===== config.mk =====
export PLATFORM = sky130hd
export DESIGN_NAME = std_gray_fifo_ctrl
export DESIGN_NICKNAME = d
export VERILOG_FILES = /design/src/rtl/std_gray_fifo_ctrl.sv
export SDC_FILE = /design/constraint.sdc
export NUM_CORES = 1
export LEC_CHECK = 0
export ABC_AREA = 1
export CAP_MARGIN = 10
export CORE_MARGIN = 2
export CORE_UTILIZATION = 48
export DETAILED_ROUTE_END_ITERATION = 10
export GPL_ROUTABILITY_DRIVEN = 0
export PLACE_DENSITY_LB_ADDON = 0.1
export SLEW_MARGIN = 20
export SYNTH_ARGS = -nofsm -noshare
export SYNTH_HDL_FRONTEND = slang
export SYNTH_SLANG_ARGS = --single-unit
export TNS_END_PERCENT = 5

===== constraint.sdc =====
create_clock -name i_clk -period 3.5 [get_ports i_clk]
set_clock_uncertainty 0.15 [all_clocks]
set_input_delay 0.7 -clock i_clk [delete_from_list [all_inputs] [get_ports i_clk]]
set_output_delay 0.7 -clock i_clk [all_outputs]
set_load 0.01 [all_outputs]

===== src/rtl/std_gray_fifo_ctrl.sv =====
// Single-clock FIFO pointer controller with binary and gray-coded read/write pointers.
// Flags are derived from the next-state gray pointers and registered, so they carry no extra latency.
module std_gray_fifo_ctrl #(
  parameter int DEPTH       = 16,
  parameter int AFULL_LEVEL = DEPTH - 1,
  localparam int AW         = $clog2(DEPTH)
) (
  input  logic          i_clk,
  input  logic          i_rst,
  input  logic          i_clear,
  input  logic          i_push,
  input  logic          i_pop,
  output logic          o_push_ack,
  output logic          o_pop_ack,
  output logic [AW-1:0] o_wr_addr,
  output logic [AW-1:0] o_rd_addr,
  output logic [AW:0]   o_wr_ptr_gray,
  output logic [AW:0]   o_rd_ptr_gray,
  output logic [AW:0]   o_count,
  output logic          o_empty,
  output logic          o_full,
  output logic          o_almost_full,
  output logic          o_overflow,
  output logic          o_underflow
);

  localparam int PW = AW + 1;
  localparam logic [AW:0] AFULL_LVL = PW'(AFULL_LEVEL);
  // Inverting the two MSBs of the read gray pointer gives the write gray pointer
  // exactly DEPTH entries ahead; the shifted mask also covers AW == 1.
  localparam logic [AW:0] FULL_MASK = PW'(3) << (AW - 1);

  function automatic logic [AW:0] bin2gray(input logic [AW:0] b);
    return b ^ (b >> 1);
  endfunction

  logic [AW:0] wbin, rbin;
  logic [AW:0] wbin_nxt, rbin_nxt;
  logic [AW:0] wgray_nxt, rgray_nxt;
  logic [AW:0] count_nxt;
  logic        empty_nxt, full_nxt, afull_nxt;

  assign o_push_ack = i_push & ~o_full;
  assign o_pop_ack  = i_pop  & ~o_empty;
  assign o_wr_addr  = wbin[AW-1:0];
  assign o_rd_addr  = rbin[AW-1:0];

  always_comb begin
    wbin_nxt  = wbin + PW'(o_push_ack);
    rbin_nxt  = rbin + PW'(o_pop_ack);
    wgray_nxt = bin2gray(wbin_nxt);
    rgray_nxt = bin2gray(rbin_nxt);
    count_nxt = wbin_nxt - rbin_nxt;
    empty_nxt = (wgray_nxt == rgray_nxt);
    full_nxt  = (wgray_nxt == (rgray_nxt ^ FULL_MASK));
    afull_nxt = (count_nxt >= AFULL_LVL);
  end

  always_ff @(posedge i_clk or posedge i_rst) begin
    if (i_rst) begin
      wbin          <= '0;
      rbin          <= '0;
      o_wr_ptr_gray <= '0;
      o_rd_ptr_gray <= '0;
      o_count       <= '0;
      o_empty       <= 1'b1;
      o_full        <= 1'b0;
      o_almost_full <= 1'b0;
      o_overflow    <= 1'b0;
      o_underflow   <= 1'b0;
    end else if (i_clear) begin
      wbin          <= '0;
      rbin          <= '0;
      o_wr_ptr_gray <= '0;
      o_rd_ptr_gray <= '0;
      o_count       <= '0;
      o_empty       <= 1'b1;
      o_full        <= 1'b0;
      o_almost_full <= 1'b0;
      o_overflow    <= 1'b0;
      o_underflow   <= 1'b0;
    end else begin
      wbin          <= wbin_nxt;
      rbin          <= rbin_nxt;
      o_wr_ptr_gray <= wgray_nxt;
      o_rd_ptr_gray <= rgray_nxt;
      o_count       <= count_nxt;
      o_empty       <= empty_nxt;
      o_full        <= full_nxt;
      o_almost_full <= afull_nxt;
      o_overflow    <= o_overflow  | (i_push & o_full);
      o_underflow   <= o_underflow | (i_pop  & o_empty);
    end
  end

  a_gray_wr: assert property (@(posedge i_clk) disable iff (i_rst) o_wr_ptr_gray == bin2gray(wbin));
  a_gray_rd: assert property (@(posedge i_clk) disable iff (i_rst) o_rd_ptr_gray == bin2gray(rbin));
  a_flags:   assert property (@(posedge i_clk) disable iff (i_rst) !(o_full && o_empty));

endmodule


# Word-level counts from Yosys, hierarchy flattened

Index checks and enable logic that the tools add are counted.

Register bits after elaboration: 30
Logic and storage cells: 37

Add/subtract/negate cells: 3
$lt $le $gt $ge: 1
Equal/unequal tests: 2
Muxes and demuxes: 10
Bitwise gates (word level): 11

Operators by type and width:

| operator                                                           | number |
|---|---|
| two-way mux 5 bit                                                  | 5 |
| adder 5 x 1 -> 5 bit                                               | 2 |
| == test 5 bit                                                      | 2 |
| bitwise XOR 5 x 4 -> 5 bit                                         | 2 |
| greater-or-equal comparator 5 x 4 -> 1 bit (second input constant) | 1 |
| two-way mux 1 bit                                                  | 5 |
| subtractor 5 bit                                                   | 1 |
| AND 1 bit                                                          | 4 |
| NOT 1 bit                                                          | 2 |
| NOT 2 bit                                                          | 1 |
| OR 1 bit                                                           | 2 |

# Logic depth before layout (Yosys ltp)

Gate-level depths: netlist of run 1.

Depth after elaboration: 7
Mapped depth: 16
Mapped depth without buffers: 16

# Least setup slack after synthesis of run 1

Ideal clock, no wire load.

Kind: input to register
From: input i_push
To: register o_almost_full
Library setup time: 0.065 ns
Arrival time: 2.205 ns
Path slack: 1.080 ns
Stages: 13
Path buffers: 0
Cells stage by stage: nand3_2 inv_1 ha_1 inv_2 nand2_1 inv_1 nor2_1 ha_1 inv_1 or2_2 nor2_1 nand4_1 nand2_1

Longest elaborated chain between the ends: 5

RTL lines:

| item                                       | RTL line | text |
|---|---|---|
| from (decl)                                | 11       | `input logic i_push,` |
| AND 1 bit                                  | 43       | `assign o_push_ack = i_push & ~o_full;` |
| adder 5 x 1 -> 5 bit                       | 49       | `wbin_nxt = wbin + PW'(o_push_ack);` |
| subtractor 5 bit                           | 53       | `count_nxt = wbin_nxt - rbin_nxt;` |
| greater-or-equal comparator 5 x 4 -> 1 bit | 56       | `afull_nxt = (count_nxt >= AFULL_LVL);` |
| two-way mux 1 bit                          | 71       | `end else if (i_clear) begin` |
| to (signal assigned)                       | 90       | `o_almost_full <= afull_nxt;` |
| to (decl)                                  | 22       | `output logic o_almost_full,` |

Every way passes these cells.

# Worst setup path after layout of run 1

From: input i_pop
To: output o_pop_ack

Longest elaborated chain between the ends: 1

RTL lines:

| item        | RTL line | text |
|---|---|---|
| from (decl) | 12       | `input logic i_pop,` |
| AND 1 bit   | 44       | `assign o_pop_ack = i_pop & ~o_empty;` |
| to (decl)   | 14       | `output logic o_pop_ack,` |

Every way passes these cells.

==> impl_metrics.tcl, run 1 <==
set metrics [dict create \
    start_util_pct 50.77 \
    syn_area_per_cell_sq_um 7.736 \
    place_ws_ps 354.4 \
    cts_buffers 3 \
    antenna_found_initial 0 \
    core_area_sq_um 3078 \
    synth_top_family_by_area "simple AND/OR/NAND/NOR gates" \
    crit_required_ps 2650 \
    grt_max_degree 29 \
    final-hold-violation-count 0 \
    max_clock_freq_mhz 354.1 \
    clockBufferDepth 2 \
    final.setup.tns_ps 0 \
    critical_path_class "in2out" \
    ys_warn_count 0 \
    tritoncts "built" \
    synthAdderAreaFrac_pct 3.203 \
    async_reset_ff_share_pct 100.0 \
    slew_violations 0 \
    io_buffers 34 \
    post_cts_buffers 0 \
    grt_pass1_wl_um 5940 \
    hpwl_um 2641 \
    die_w_um 61.06 \
    setup_viol 0 \
    synth.most_common_cell "nand2_1" \
    synth-xor-area-share_pct 2.162 \
    finalCriticalPeriod_ps 2824 \
    worstPathArrival_ps 1970 \
    endpoint_kind "primary output" \
    yosysSeqAreaShare_pct 44.92 \
    hold_path.class "reg2reg" \
    startpoint_type "input pin" \
    num_vias 1398 \
    syn_area_sq_um 1563 \
    synth_edf_count 0 \
    path_clk_slew_ps 140 \
    netlist.area_leader.share_pct 43.23 \
    overflow 0 \
    wl_per_cell_um 12.04 \
    postRouteAntennaNets 0 \
    ir_worst_vdd_mv 0.2593 \
    ys_types 25 \
    synth_fp_nets 211 \
    root_buffer "clkbuf_4" \
    tightest_slew_ps 584.0 \
    via_per_inst 4.923 \
    synth_ff_type "dfrtp_1" \
    clk_latency_ps 340 \
    yosys.area.top_type "dfrtp_1" \
    htreeDepth 1 \
    fin_crit_sh_pct 80.69 \
    crit_fanout 3 \
    power_density_nw_per_um2 364.2 \
    ctsResizeCount 0 \
    die-area_sq_um 3728 \
    synth-seq-cells 28 \
    p_leak_nw 1.030 \
    ctsHoldBuffers 0 \
    ys_top_cells_by_count "61 x nand2_1, 27 x dfrtp_1, 27 x nor2_1, 22 x inv_1, 11 x nand3_1" \
    status "finished clean" \
    die_height_um 61.06 \
    finalNetCount 250 \
    layout-drive-gt1-share_pct 16.25 \
    rows 20 \
    rsz0062_at_grt "no" \
    wirelength_um 3418 \
    diodes 0 \
    dr.first_iter.drc_count 46 \
    drcViolationCount 0 \
    io_pins 35 \
    relSlewSlack_pct 61.01 \
    clock_sinks 28 \
    synth_compound_area_share_pct 4.323 \
    dr.pass1.iters 4 \
    grt_pass1_vias 1368 \
    syn_inst 202 \
    area_growth_pct 28.10 \
    cap_violations 0 \
    synth_mux_area_share_pct 0 \
    synthSimpleGateAreaFrac_pct 38.43 \
    finalWorstSetupSlack_ps 676.0 \
    grt_usage_pct 21.47 \
    synthTopCellsByArea "dfrtp_1 43%, nand2_1 15%, nor2_1 6.5%" \
]
through the flow:
stage	utilization (%)	cell area [sq um]	std cells	hold WS [ps]	power [W]
floorplan	-	1563	202	376.3	0.0004837
global placement	63.86	1966	280	338.4	0.0005646
detailed placement	63.86	1966	280	343.2	0.0005715
CTS	65.04	2002	284	376.5	0.0007358
global route	65.04	2002	284	445.7	0.0007715
finish	65.04	2002	284	367.1	0.0007291
critical path, stage by stage:
cell             delay (ps)
clkdlybuf4s50_1         520
inv_1                    80
nor2_2                  120
clkdlybuf4s50_1         550
routing by layer:
layer	track usage, %	routed length [um]	vias to the layer above
li1	-	-	700
met1	26.95	1509	662
met2	37.39	1747	29
met3	1.891	95	7
met4	9.938	65	0
met5	0	0	-
layout make-up:
| cell class | instances | area [sq um] |
|---|---|---|
| clock buffers | 4 | 36.28 |
| fillers | 273 | 1076 |
| inverters | 27 | 101.3 |
| multi-input cells | 145 | 752.0 |
| flip-flops and latches | 28 | 701.9 |
| well taps | 44 | 55.05 |
| repair buffers | 36 | 355.3 |
worst paths after layout:
path,to,depth (start not counted),from,slack (ps)
max,o_pop_ack,4,i_pop,680
min,o_overflow$_DFF_PP0_,2,o_overflow$_DFF_PP0_,370
max reg2reg,o_count[4]$_DFF_PP0_,15,o_empty$_DFF_PP1_,980
min reg2reg,o_overflow$_DFF_PP0_,2,o_overflow$_DFF_PP0_,370
max in group asynchronous,o_empty$_DFF_PP1_,3,i_rst,2080
min in group asynchronous,o_wr_ptr_gray[3]$_DFF_PP0_,2,i_rst,560
cells by family (layout without fill, tap and decap cells):
| kind of cell | after synthesis | after routing |
|---|---|---|
| adders and majority gates | 4 | 4 |
| DFF | 28 | 28 |
| buffers and inverters | 29 | 67 |
| xor gates and xnor gates | 3 | 3 |
| AOI/OAI and AO/OA | 11 | 11 |
| and+or+nand+nor | 127 | 127 |
placed cells by master (no fill, tap or decap), types with 2 or more instances in the layout:
master,n
nand2_2,8
inv_2,6
dfrtp_1,27
inv_1,21
clkdlybuf4s50_1,34
ha_1,4
nand2_4,4
a21oi_1,5
clkbuf_4,3
nor2_1,27
nand4_1,4
nor2_2,5
nand2_1,61
nand3_1,11
nand3_2,5
o21ai_0,2
buf_4,2
flip-flops by register name (all words and copies together), names as in the netlist:
name and cells:
o_almost_full 1, o_count 5, o_empty 1, o_full 1, o_overflow 1, o_rd_ptr_gray 5, o_underflow 1, o_wr_ptr_gray 5
rbin 4, wbin 4
power breakdown:
part | switching (W) | internal (W) | total, W
logic | 0.000110 | 0.0000925 | 0.000202
clock network | 0.0000990 | 0.0000639 | 0.000163
registers | 0.0000142 | 0.000350 | 0.000364
Note: power is estimated with default switching activity, not from simulation.
==> run 2: changes to the inputs <==
--- a/config.mk
+++ b/config.mk
@@ -8,7 +8,7 @@
 export ABC_AREA = 1
 export CAP_MARGIN = 10
 export CORE_MARGIN = 2
-export CORE_UTILIZATION = 48
+export CORE_UTILIZATION = 45
 export DETAILED_ROUTE_END_ITERATION = 10
 export GPL_ROUTABILITY_DRIVEN = 0
 export PLACE_DENSITY_LB_ADDON = 0.1
==> constraint.sdc (replaced) <==
create_clock -name i_clk -period 2.27 [get_ports i_clk]
set_clock_uncertainty 0.15 [all_clocks]
set_input_delay 0.454 -clock i_clk [delete_from_list [all_inputs] [get_ports i_clk]]
set_output_delay 0.454 -clock i_clk [all_outputs]
set_load 0.01 [all_outputs]
==> run 2 against run 1 <==
Net effect: non-clock buffer count is 40 higher; largest cell class unchanged; sequential cell count unchanged; register-to-register slack worse by 890 ps; largest power group unchanged.
==> impl_metrics.tcl, run 2 (synthesis results as in run 1) <==
set metrics [dict create \
    status "finished clean" \
    startpoint_type "flip-flop" \
    grt_max_degree 29 \
    fin_crit_sh_pct 95.93 \
    relSlewSlack_pct 76.46 \
    path_clk_slew_ps 150 \
    grt_pass1_vias 1455 \
    ctsHoldBuffers 0 \
    dr.pass1.iters 4 \
    wl_per_cell_um 10.77 \
    max_clock_freq_mhz 459.2 \
    power_density_nw_per_um2 520.9 \
    worstPathArrival_ps 2310 \
    grt_usage_pct 19.60 \
    crit_required_ps 2410 \
    dr.first_iter.drc_count 46 \
    root_buffer "clkbuf_4" \
    grt_pass1_wl_um 6099 \
    wirelength_um 3512 \
    utilization_pct 70.53 \
    die_height_um 62.93 \
    final-hold-violation-count 0 \
    clk_latency_ps 330 \
    die-area_sq_um 3960 \
    top_regs "o_count x5, o_rd_ptr_gray x5, o_wr_ptr_gray x5" \
    via_per_inst 4.564 \
    io_buffers 34 \
    cts_buffers 3 \
    diodes 0 \
    tritoncts "built" \
    cap_violations 0 \
    nFillCells 281 \
    start_util_pct 46.83 \
    layout-drive-gt1-share_pct 32.14 \
    crit_fanout 3 \
    io_pins 35 \
    clockBufferDepth 2 \
    slew_violations 0 \
    hold_path.class "in2async" \
    clock_sinks 28 \
    die_w_um 62.93 \
    critical_path_class "reg2reg" \
    postRouteAntennaNets 0 \
    rrSetupSlack_ps 90 \
    ir_worst_vdd_mv 0.3265 \
    overflow 0 \
    drcViolationCount 0 \
    antenna_found_initial 0 \
    finalCriticalPeriod_ps 2178 \
    tightest_slew_ps 353.1 \
    endpoint_kind "flip-flop" \
    finalNetCount 290 \
    p_leak_nw 1.223 \
    htreeDepth 1 \
    setup_viol 0 \
    hpwl_um 2709 \
    final_cell_mix "59 x nand2_1, 41 x buf_4, 30 x clkdlybuf4s50_1" \
    area_growth_pct 50.60 \
    core_area_sq_um 3337 \
    layout.cells.most_common "nand2_1" \
    rows 21 \
    num_vias 1488 \
    final.setup.tns_ps 0 \
]
-- run 2: metal layers --
layer	share of wire, %	wire (um)	vias to the layer above	track usage [%]
met1	46	1599	667	25.41
li1	-	-	785	-
met4	1.9	65	0	7.500
met5	0	0	-	0
met2	50	1750	31	33.51
met3	2.7	96	5	2.162
-- run 2: worst paths after layout --
| kind | endpoint | cells past startpoint | from |
|---|---|---|---|
| worst max-delay path | o_almost_full$_DFF_PP0_ | 13 | o_empty$_DFF_PP1_ |
| worst min-delay path | o_count[4]$_DFF_PP0_ | 3 | i_rst |
| worst max register to register | o_almost_full$_DFF_PP0_ | 13 | o_empty$_DFF_PP1_ |
| worst min register to register | o_overflow$_DFF_PP0_ | 2 | o_overflow$_DFF_PP0_ |
| max in group asynchronous | o_empty$_DFF_PP1_ | 3 | i_rst |
| min in group i_clk | o_underflow$_DFF_PP0_ | 3 | i_pop |
-- run 2: repair_timing --
item                                    4_1_cts  5_1_grt
hold endpoints to repair                      0        0
setup buffers                                 0        3
endpoints found under the setup margin        4        5
resized for setup                             3       14
pin swaps                                     0       12
-- run 2: layout make-up --
class,count,area (sq um),area share (%)
inverter,27,101.3,4.306
sequential,28,703.2,29.88
clock buffer,4,36.28,1.542
timing repair buffer,76,658.1,27.96
multi-input combinational,145,797.0,33.86
tap,46,57.56,2.446
-- run 2: worst max-delay path: stages (launching register included) --
cell	delay, ps
dfstp_2	560
inv_2	30
nand3_2	70
inv_2	50
ha_4	290
nand2_2	60
inv_2	40
nor2_1	30
ha_2	300
inv_1	40
or2_2	270
nor2_2	80
nand4_1	80
nand2_1	80
-- run 2: through the flow --
step	power [W]	instances	setup slack [ps]	hold slack (ps)	instance area [sq um]
6_report	0.001226	326	92.36	311.8	2354
2_1_floorplan	0.0007480	202	46.17	368.7	1575
4_1_cts	0.001213	323	12.30	321.1	2291
3_5_place_dp	0.0009698	319	-375.0	348.0	2258
3_3_place_gp	0.0009637	319	-370.8	332.6	2258
5_1_grt	0.001314	326	-25.52	320.1	2354
-- run 2: power by group --
| group | total, W | switching [W] | internal, W |
|---|---|---|---|
| Sequential | 0.000556 | 0.0000171 | 0.000539 |
| Clock | 0.000245 | 0.000147 | 0.0000984 |
| Combinational | 0.000425 | 0.000196 | 0.000229 |
| Total | 0.00123 | 0.000360 | 0.000866 |
